**config.mk**
```make
export PLATFORM = sky130hd
export DESIGN_NAME = byte_word_packer
export DESIGN_NICKNAME = d
export VERILOG_FILES = /design/src/rtl/byte_word_packer.sv
export SDC_FILE = /design/constraint.sdc
export NUM_CORES = 1
export LEC_CHECK = 0
export CORE_ASPECT_RATIO = 0.9
export CORE_MARGIN = 2
export CORE_UTILIZATION = 45
export DETAILED_ROUTE_END_ITERATION = 12
export GPL_TIMING_DRIVEN = 0
export SKIP_LAST_GASP = 1
export SLEW_MARGIN = 20
export SYNTH_ARGS = -nofsm -noshare
export SYNTH_HDL_FRONTEND = slang
export SYNTH_SLANG_ARGS = --single-unit
```
**constraint.sdc**
```tcl
create_clock -name clock -period 3.45 [get_ports clock]
set_input_delay 0.69 -clock clock [delete_from_list [all_inputs] [get_ports clock]]
set_output_delay 0.69 -clock clock [all_outputs]
set_load 0.05 [all_outputs]
```
**src/rtl/byte_word_packer.sv**
```systemverilog
// Byte-stream sink: packs bytes little-endian into words, buffers them in a small
// FIFO and presents them on a valid/ready port with partial flush and sticky overflow.
module byte_word_packer #(
  parameter int unsigned WORD_BYTES = 4,
  parameter int unsigned DEPTH      = 4
) (
  input  logic                            clock,
  input  logic                            reset,
  input  logic                            valid,
  input  logic [7:0]                      a,
  input  logic                            flush,
  input  logic                            ovf_clr,
  output logic                            out_valid,
  input  logic                            out_ready,
  output logic [8*WORD_BYTES-1:0]         out_data,
  output logic [$clog2(WORD_BYTES):0]     out_bytes,
  output logic [$clog2(DEPTH):0]          fifo_count,
  output logic                            overflow
);

  localparam int unsigned IW = $clog2(WORD_BYTES) + 1;
  localparam int unsigned PW = $clog2(DEPTH);
  localparam int unsigned CW = PW + 1;
  localparam int unsigned WW = 8 * WORD_BYTES;

  logic [WW-1:0] asm_word;
  logic [WW-1:0] asm_next;
  logic [IW-1:0] idx;
  logic [IW-1:0] idx_post;
  logic          push;
  logic          pop;
  logic          accept;
  logic          drop;

  logic [WW-1:0] mem_data  [DEPTH];
  logic [IW-1:0] mem_bytes [DEPTH];
  logic [PW-1:0] rd_ptr;
  logic [PW-1:0] wr_ptr;
  logic [CW-1:0] count;

  // Flush looks at the index after this edge's byte, so a completing byte
  // and a flush on the same edge yield a single full-word push.
  always_comb begin
    asm_next = asm_word;
    for (int unsigned i = 0; i < WORD_BYTES; i++) begin
      if (valid && idx == IW'(i)) asm_next[8*i +: 8] = a;
    end
    idx_post = idx + IW'(valid);
    push     = 1'b0;
    if (idx_post == IW'(WORD_BYTES))       push = 1'b1;
    else if (flush && idx_post != '0)      push = 1'b1;
    pop    = (count != '0) && out_ready;
    accept = push && ((count != CW'(DEPTH)) || pop);
    drop   = push && !accept;
  end

  always_ff @(posedge clock or negedge reset) begin
    if (!reset) begin
      asm_word <= '0;
      idx      <= '0;
      rd_ptr   <= '0;
      wr_ptr   <= '0;
      count    <= '0;
      overflow <= 1'b0;
    end else begin
      if (push) begin
        asm_word <= '0;
        idx      <= '0;
      end else begin
        asm_word <= asm_next;
        idx      <= idx_post;
      end
      if (accept) wr_ptr <= wr_ptr + PW'(1);
      if (pop)    rd_ptr <= rd_ptr + PW'(1);
      count <= count + CW'(accept) - CW'(pop);
      if (drop)         overflow <= 1'b1;
      else if (ovf_clr) overflow <= 1'b0;
    end
  end

  // Storage needs no reset: the head is masked to zero whenever the FIFO is empty.
  always_ff @(posedge clock) begin
    if (accept) begin
      mem_data[wr_ptr]  <= asm_next;
      mem_bytes[wr_ptr] <= idx_post;
    end
  end

  assign out_valid  = (count != '0);
  assign out_data   = out_valid ? mem_data[rd_ptr]  : '0;
  assign out_bytes  = out_valid ? mem_bytes[rd_ptr] : '0;
  assign fifo_count = count;

endmodule
```
==> metrics.csv, run 1 <==
metric,value,unit
status,completed,
RSZ-0062 raised after global routing,yes,
Crit Path Category,in2reg,
Pleak,3.559,nW
setup TNS,0,ps
Max Fclk,300.9,MHz
Startpoint Class,primary input,
pin count of the biggest net entering global routing,24,
core area,16080,um2
remaining global-route overflow,0,
Final Hold Viols,0,
Setup Skew,7.863,ps
number of global-route vias before repair,3832,
"antenna viol nets, final",0,
clock latency on the worst-skew pair,430,ps
Hold WC Path Type,in2async,
Worst Path Arrival,3640,ps
end-of-flow core utilization,55.81,%
share of cells above drive strength 1,27.54,%
CP endpoint kind,flip-flop,
DR top layer,met4,
Peak VDD IR,676.2,uV
synth unique cells,31,
# setup viols final,0,
syn nets,403,
WL met2,7020,um
sequential-to-total area share from yosys stat,71.68,%
Die H,125.4,um
gp weighted congestion,0.7016,
Yosys reg bits,183,
Critical Path RT,3760,ps
Root Buffer,clkbuf_16,
Cells after Synth,380,
H-tree depth,4,
vias per cell,5.384,
post-layout min period,3324,ps
initial cell density of the core,45.82,%
Syn Std Cell Area,7366,um2
Relative slew margins,33.31,%
cts bufs inserted,17,
Tot Pwr,8.593,mW
Pre-antenna DRT Iters,4,
Mean Syn Cell Area,19.38,um2
met3 routed WL,433,um
drt initial violations,234,
period utilization,96.33,%
I/O Pins,54,
Die X,138.9,um
DRT met1 WL,6761,um
CTS max path bufs,2,
Rows,44,
pwr/cell area,957.7,nW/um2
CTS sink count,183,
DR vias,3656,
fill count,1264,
Remaining DRCs,0,
HPWL after DPL,9201,um
Max Slew Vio Count,0,
Synth warnings,0,
DR WL/cell,21.26,um
n_diodes,0,
CTS tree,built,
Routed Wire Length,14430,um
die area,17410,um2
PortBufs,53,
Nets,482,
initial antenna violation count,0,
overall routing resource usage,17.48,%
global-route wire length before repair,22300,um
MaxCap Viol Count,0,
Slew @ Worst Pin,986.4,ps
"Reg clk slew, reported paths",60,ps
Layout area overhead,21.81,%
Post-CTS Hold Buffers,0,
Crit Path Max Fanout,8,
## stage by stage
step                      worst slack (ps)  hold WS, ps  std cells  cell area (um2)
final                                126.5        276.0        679             8972
after detailed placement            -587.9        550.2        645             8278
after CTS                            8.959        279.8        677             8889
after floorplan                      158.7        394.4        380             7366
after global routing                -44.31        302.0        679             8972
after global placement               -1363        534.7        640             8155
## power by group
part / switching, mW / internal (mW) / total (mW)
Combinational: 2.26 / 1.40 / 3.66
Sequential: 0.107 / 2.86 / 2.96
Clock: 0.814 / 1.16 / 1.97
## critical path, stage by stage
cell and delay (ps):
clkdlybuf4s50_1 510, ha_1 250, ha_2 330, o21ba_1 200
clkbuf_2 190, a211oi_4 380, inv_1 80, ha_1 280
inv_1 40, ha_1 180, fa_1 370, xnor2_1 130
## registers in the layout, indices dropped and copies added, names as in the netlist
signal      flops
fifo_count      3
idx             3
rd_ptr          2
asm_word       32
wr_ptr          2
overflow        1
mem_data      128
mem_bytes      12
## final timing paths
check                              start            end  slack, ps  depth (start not counted)
min reg2reg                fifo_count[0]  fifo_count[0]        560                          1
max                                valid  fifo_count[2]        130                         12
min                                reset  fifo_count[1]        280                          1
max in group asynchronous          reset   asm_word[23]       2640                          2
min in group clock         fifo_count[0]  fifo_count[0]        560                          1
max reg2reg                       idx[0]  fifo_count[2]        500                         11
## final cells by class
| type | instances | area [um2] | area share (%) |
|---|---|---|---|
| Multi-Input combinational cell | 171 | 1982 | 22.09 |
| Tap cell | 207 | 259.0 | 2.887 |
| Clock buffer | 20 | 446.7 | 4.978 |
| Inverter | 8 | 30.03 | 0.3347 |
| Sequential cell | 183 | 5280 | 58.85 |
| Timing Repair Buffer | 60 | 725.7 | 8.088 |
| Buffer | 18 | 98.84 | 1.102 |
| Clock inverter | 12 | 150.1 | 1.673 |
## Yosys cell counts, drive strengths merged
cell type  number  area share (%)
mux2           33             5.1
and2           40             3.4
and4bb          2            0.34
mux4           35              11
and2b           5            0.51
ha              8             1.4
or3             1           0.085
nand4b          1            0.12
fa              1            0.27
a21oi           1            0.12
buf             9            0.75
nor2b          15             1.3
nor3            2            0.29
xor2            2            0.24
nor4b           2            0.44
nor2            1           0.051
inv             8            0.41
clkbuf          9            0.48
nand3           1           0.068
a22o            1            0.12
edfxtp        140              57
xnor2           4            0.48
o21a           14             1.4
a211oi          1            0.17
o21ba           1            0.14
dfrtp          43              15
## layer usage
metal  global-route usage (%)  vias up
li1                         -     1614
met1                    24.41     1969
met2                    27.76       58
met3                    3.600       15
met4                    6.061        0
met5                        0        -
## layout by cell type, fill, tap and decap left out, drive strengths merged, types with 2 or more instances in the layout
cell type,n
buf,18
nor4b,2
mux4,35
dlygate4sd2,2
o21a,14
nor3,2
and2b,5
clkbuf,28
edfxtp,140
dlymetal6s2s,26
clkdlybuf4s50,24
nor2b,15
bufinv,3
xor2,2
xnor2,4
inv,9
ha,8
mux2,33
clkinv,4
dfrtp,43
and2,40
and4bb,2
clkinvlp,4
## logic make-up (layout without fill, tap and decap cells)
group | after synthesis | in the layout | share of synthesized area (%)
XOR/XNOR | 6 | 6 | 0.7134
multiplexers | 68 | 68 | 15.80
AND/OR/NAND/NOR | 70 | 70 | 6.574
adder cells (fa/ha/maj) | 9 | 9 | 1.631
buffers and inverters | 26 | 118 | 1.631
AO/OA/AOI/OAI | 18 | 18 | 1.970
flip-flops | 183 | 183 | 71.68
## timing repair
item | in CTS | in global routing
endpoints found under the setup margin | 105 | 102
resized for setup | 9 | 29
pin swaps | 1 | 1
setup buffers | 0 | 2
Power figures use the tool's default switching activity.
==> run 2: changes to the inputs <==
--- a/config.mk
+++ b/config.mk
@@ -7,9 +7,10 @@
 export LEC_CHECK = 0
 export CORE_ASPECT_RATIO = 0.9
 export CORE_MARGIN = 2
-export CORE_UTILIZATION = 45
+export CORE_UTILIZATION = 58
 export DETAILED_ROUTE_END_ITERATION = 12
 export GPL_TIMING_DRIVEN = 0
+export PLACE_DENSITY = 0.79
 export SKIP_LAST_GASP = 1
 export SLEW_MARGIN = 20
 export SYNTH_ARGS = -nofsm -noshare
==> run 2 against run 1 <==
  * Non-clock buffer count unchanged
  * Critical path depth stayed put
  * Critical path type unchanged
  * Sequential power is essentially flat
  * Die area fell by 22%
  * Clock skew up 1.1 ps
  * Via count rose by 0.60%
  * Sequential share of layout area is 0.78 points higher
==> metrics.csv, run 2 (synthesis gave the netlist of run 1 again) <==
metric,value,unit,change
HPWL after DPL,8913,um,-3.1%
gp weighted congestion,0.7891,,+12%
Crit Path Max Fanout,8,,unchanged
Peak VDD IR,910.5,uV,+35%
overall routing resource usage,22.20,%,+4.7 points
Nets,482,,unchanged
core area,12540,um2,-22%
sequential power share,35.3,%,+0.8 points
Startpoint Class,primary input,,
CTS sink count,183,,unchanged
# setup viols final,0,,unchanged
die area,13620,um2,-22%
RSZ-0062 raised after global routing,yes,,
Comb power frac,42.6,%,about the same
sw frac,37.65,%,+0.68 points
PortBufs,53,,unchanged
Die H,110.9,um,-12%
fill count,758,,-40%
Setup WS post-layout,27.43,ps,-99.04 ps
Max Fclk,292.2,MHz,-2.9%
"antenna viol nets, final",0,,unchanged
Pleak,3.456,nW,-2.9%
Crit Path Category,in2reg,,
DR WL/cell,21.88,um,+2.9%
worst-case reg-to-reg path depth,11,,unchanged
pre-CTS setup slack,-594.5,ps,-6.658 ps
FF/Latch Area,5280,um2,unchanged
n_diodes,0,,unchanged
Setup Skew,8.999,ps,+1.136 ps
number of global-route vias before repair,3909,,+2.0%
drt initial violations,276,,+18%
H-tree depth,4,,unchanged
initial antenna violation count,0,,unchanged
Die X,122.8,um,-12%
post-layout min period,3423,ps,+99.04 ps
vias per cell,5.783,,+7.4%
cts bufs inserted,17,,unchanged
remaining global-route overflow,0,,unchanged
Post-CTS Hold Buffers,0,,unchanged
RR Endpoint,fifo_count[2],,
clock share of power,22.1,%,-0.8 points
CP Launch Point,valid,,
CTS tree,built,,
Reg2Reg Launch Point,idx[0],,
Largest regs,"mem_data (128), asm_word (32), mem_bytes (12)",,
initial cell density of the core,58.73,%,+13 points
DR vias,3678,,+0.60%
Rows,39,,-11%
pin count of the biggest net entering global routing,32,,+33%
Layout area overhead,20.21,%,
Routed Wire Length,13920,um,-3.6%
clock latency on the worst-skew pair,420,ps,about the same
global-route wire length before repair,21520,um,-3.5%
Hold WC Path Type,in2async,,
CTS max path bufs,2,,unchanged
Max Slew Vio Count,0,,unchanged
Biggest register,mem_data,,
Worst Path Arrival,3740,ps,+100 ps
"most common cell after layout, fill and taps aside",edfxtp_1,,
Relative slew margins,39.63,%,+6.3 points
NetSw,3.180,mW,+0.10%
Critical Path RT,3760,ps,about the same
pwr/cell area,953.9,nW/um2,-0.39%
"commonest non-fill, non-tap cells in the layout","edfxtp_1, dfrtp_1, and2_1",,
status,completed,,
number of flip-flops in the largest register,128,,unchanged
Multi-input gate area,1981,um2,about the same
Remaining DRCs,0,,unchanged
MaxCap Viol Count,0,,unchanged
"setup slack, reg-to-reg",400,ps,-100 ps
Final Hold Viols,0,,unchanged
setup TNS,0,ps,unchanged
"Reg clk slew, reported paths",70,ps,about the same
CP endpoint kind,flip-flop,,
I/O Pins,54,,unchanged
share of cells above drive strength 1,27.97,%,+0.42 points
Pre-antenna DRT Iters,4,,unchanged
period utilization,99.21,%,+2.9 points
Root Buffer,clkbuf_16,,
Slew @ Worst Pin,892.9,ps,-93.47 ps
Cell Int Power,5.266,mW,-2.8%
==> run 2: cell count changes in the layout (fill, tap and decap cells not counted), moves of 2 or more <==
cell / before / now
clkinv_1: 2 / 0
clkinv_2: 1 / 5
clkinv_4: 1 / 3
clkinvlp_4: 4 / 2
dlygate4sd2_1: 2 / 16
dlymetal6s2s_1: 26 / 13
inv_6: 1 / 3
==> run 2: worst max-delay path: stages <==
cell and delay [ps]:
clkdlybuf4s50_1 520, ha_1 260, ha_1 410, o21ba_1 240, clkbuf_2 190, a211oi_4 300
inv_1 100, ha_1 280, inv_1 40, ha_1 180, fa_1 370, xnor2_1 140
==> run 2: metal layers <==
metal / up-vias / routed length [um] / GRT usage (%)
met5: - / 0 / 0
met4: 0 / 284 / 7.893
met3: 22 / 815 / 5.195
met2: 109 / 7126 / 35.21
met1: 1932 / 5690 / 30.49
li1: 1615 / - / -
==> run 2: what timing repair did <==
action | 4_1_cts | 5_1_grt
pin swaps | 1 | 1
gates resized for setup | 22 | 15
setup endpoints to repair | 109 | 53
buffers inserted | 0 | 2
==> run 2: how the worst max path moves through the flow <==
stage / end
detailed placement: fifo_count[2]
global route: fifo_count[2]
global placement: mem_data[2][8]
finish: fifo_count[2]
CTS: fifo_count[2]
floorplan: mem_bytes[2][0]
==> run 2: cell type report <==
type                    instances  area share, %
flip-flops and latches        183          59.63
repair buffers                 60          7.715
inverters                       8         0.3391
clock inverters                15          1.724
well taps                     164          2.317
clock buffers                  17          4.804
multi-input cells             171          22.37
plain buffers                  18          1.102
==> run 2: power by group through the flow <==
stage | registers, mW | clock network, mW | logic, mW
3_3_place_gp | 3.01 | 0 | 3.58
4_1_cts | 2.98 | 1.89 | 3.65
3_5_place_dp | 3.02 | 0 | 3.72
6_report | 2.98 | 1.87 | 3.60
5_1_grt | 3.01 | 1.98 | 3.79
2_1_floorplan | 3.06 | 0 | 2.49
==> run 2: stage by stage <==
step / hold slack, ps / area [um2] / util, % / power (mW) / cells
6_report: 169.4 / 8855 / 70.61 / 8.447 / 636
5_1_grt: 174.7 / 8855 / 70.61 / 8.784 / 636
4_1_cts: 164.8 / 8805 / 70.21 / 8.523 / 634
3_5_place_dp: 507.8 / 8232 / 65.64 / 6.738 / 602
3_3_place_gp: 497.2 / 8102 / 64.60 / 6.587 / 597
2_1_floorplan: 394.4 / 7366 / - / 5.546 / 380
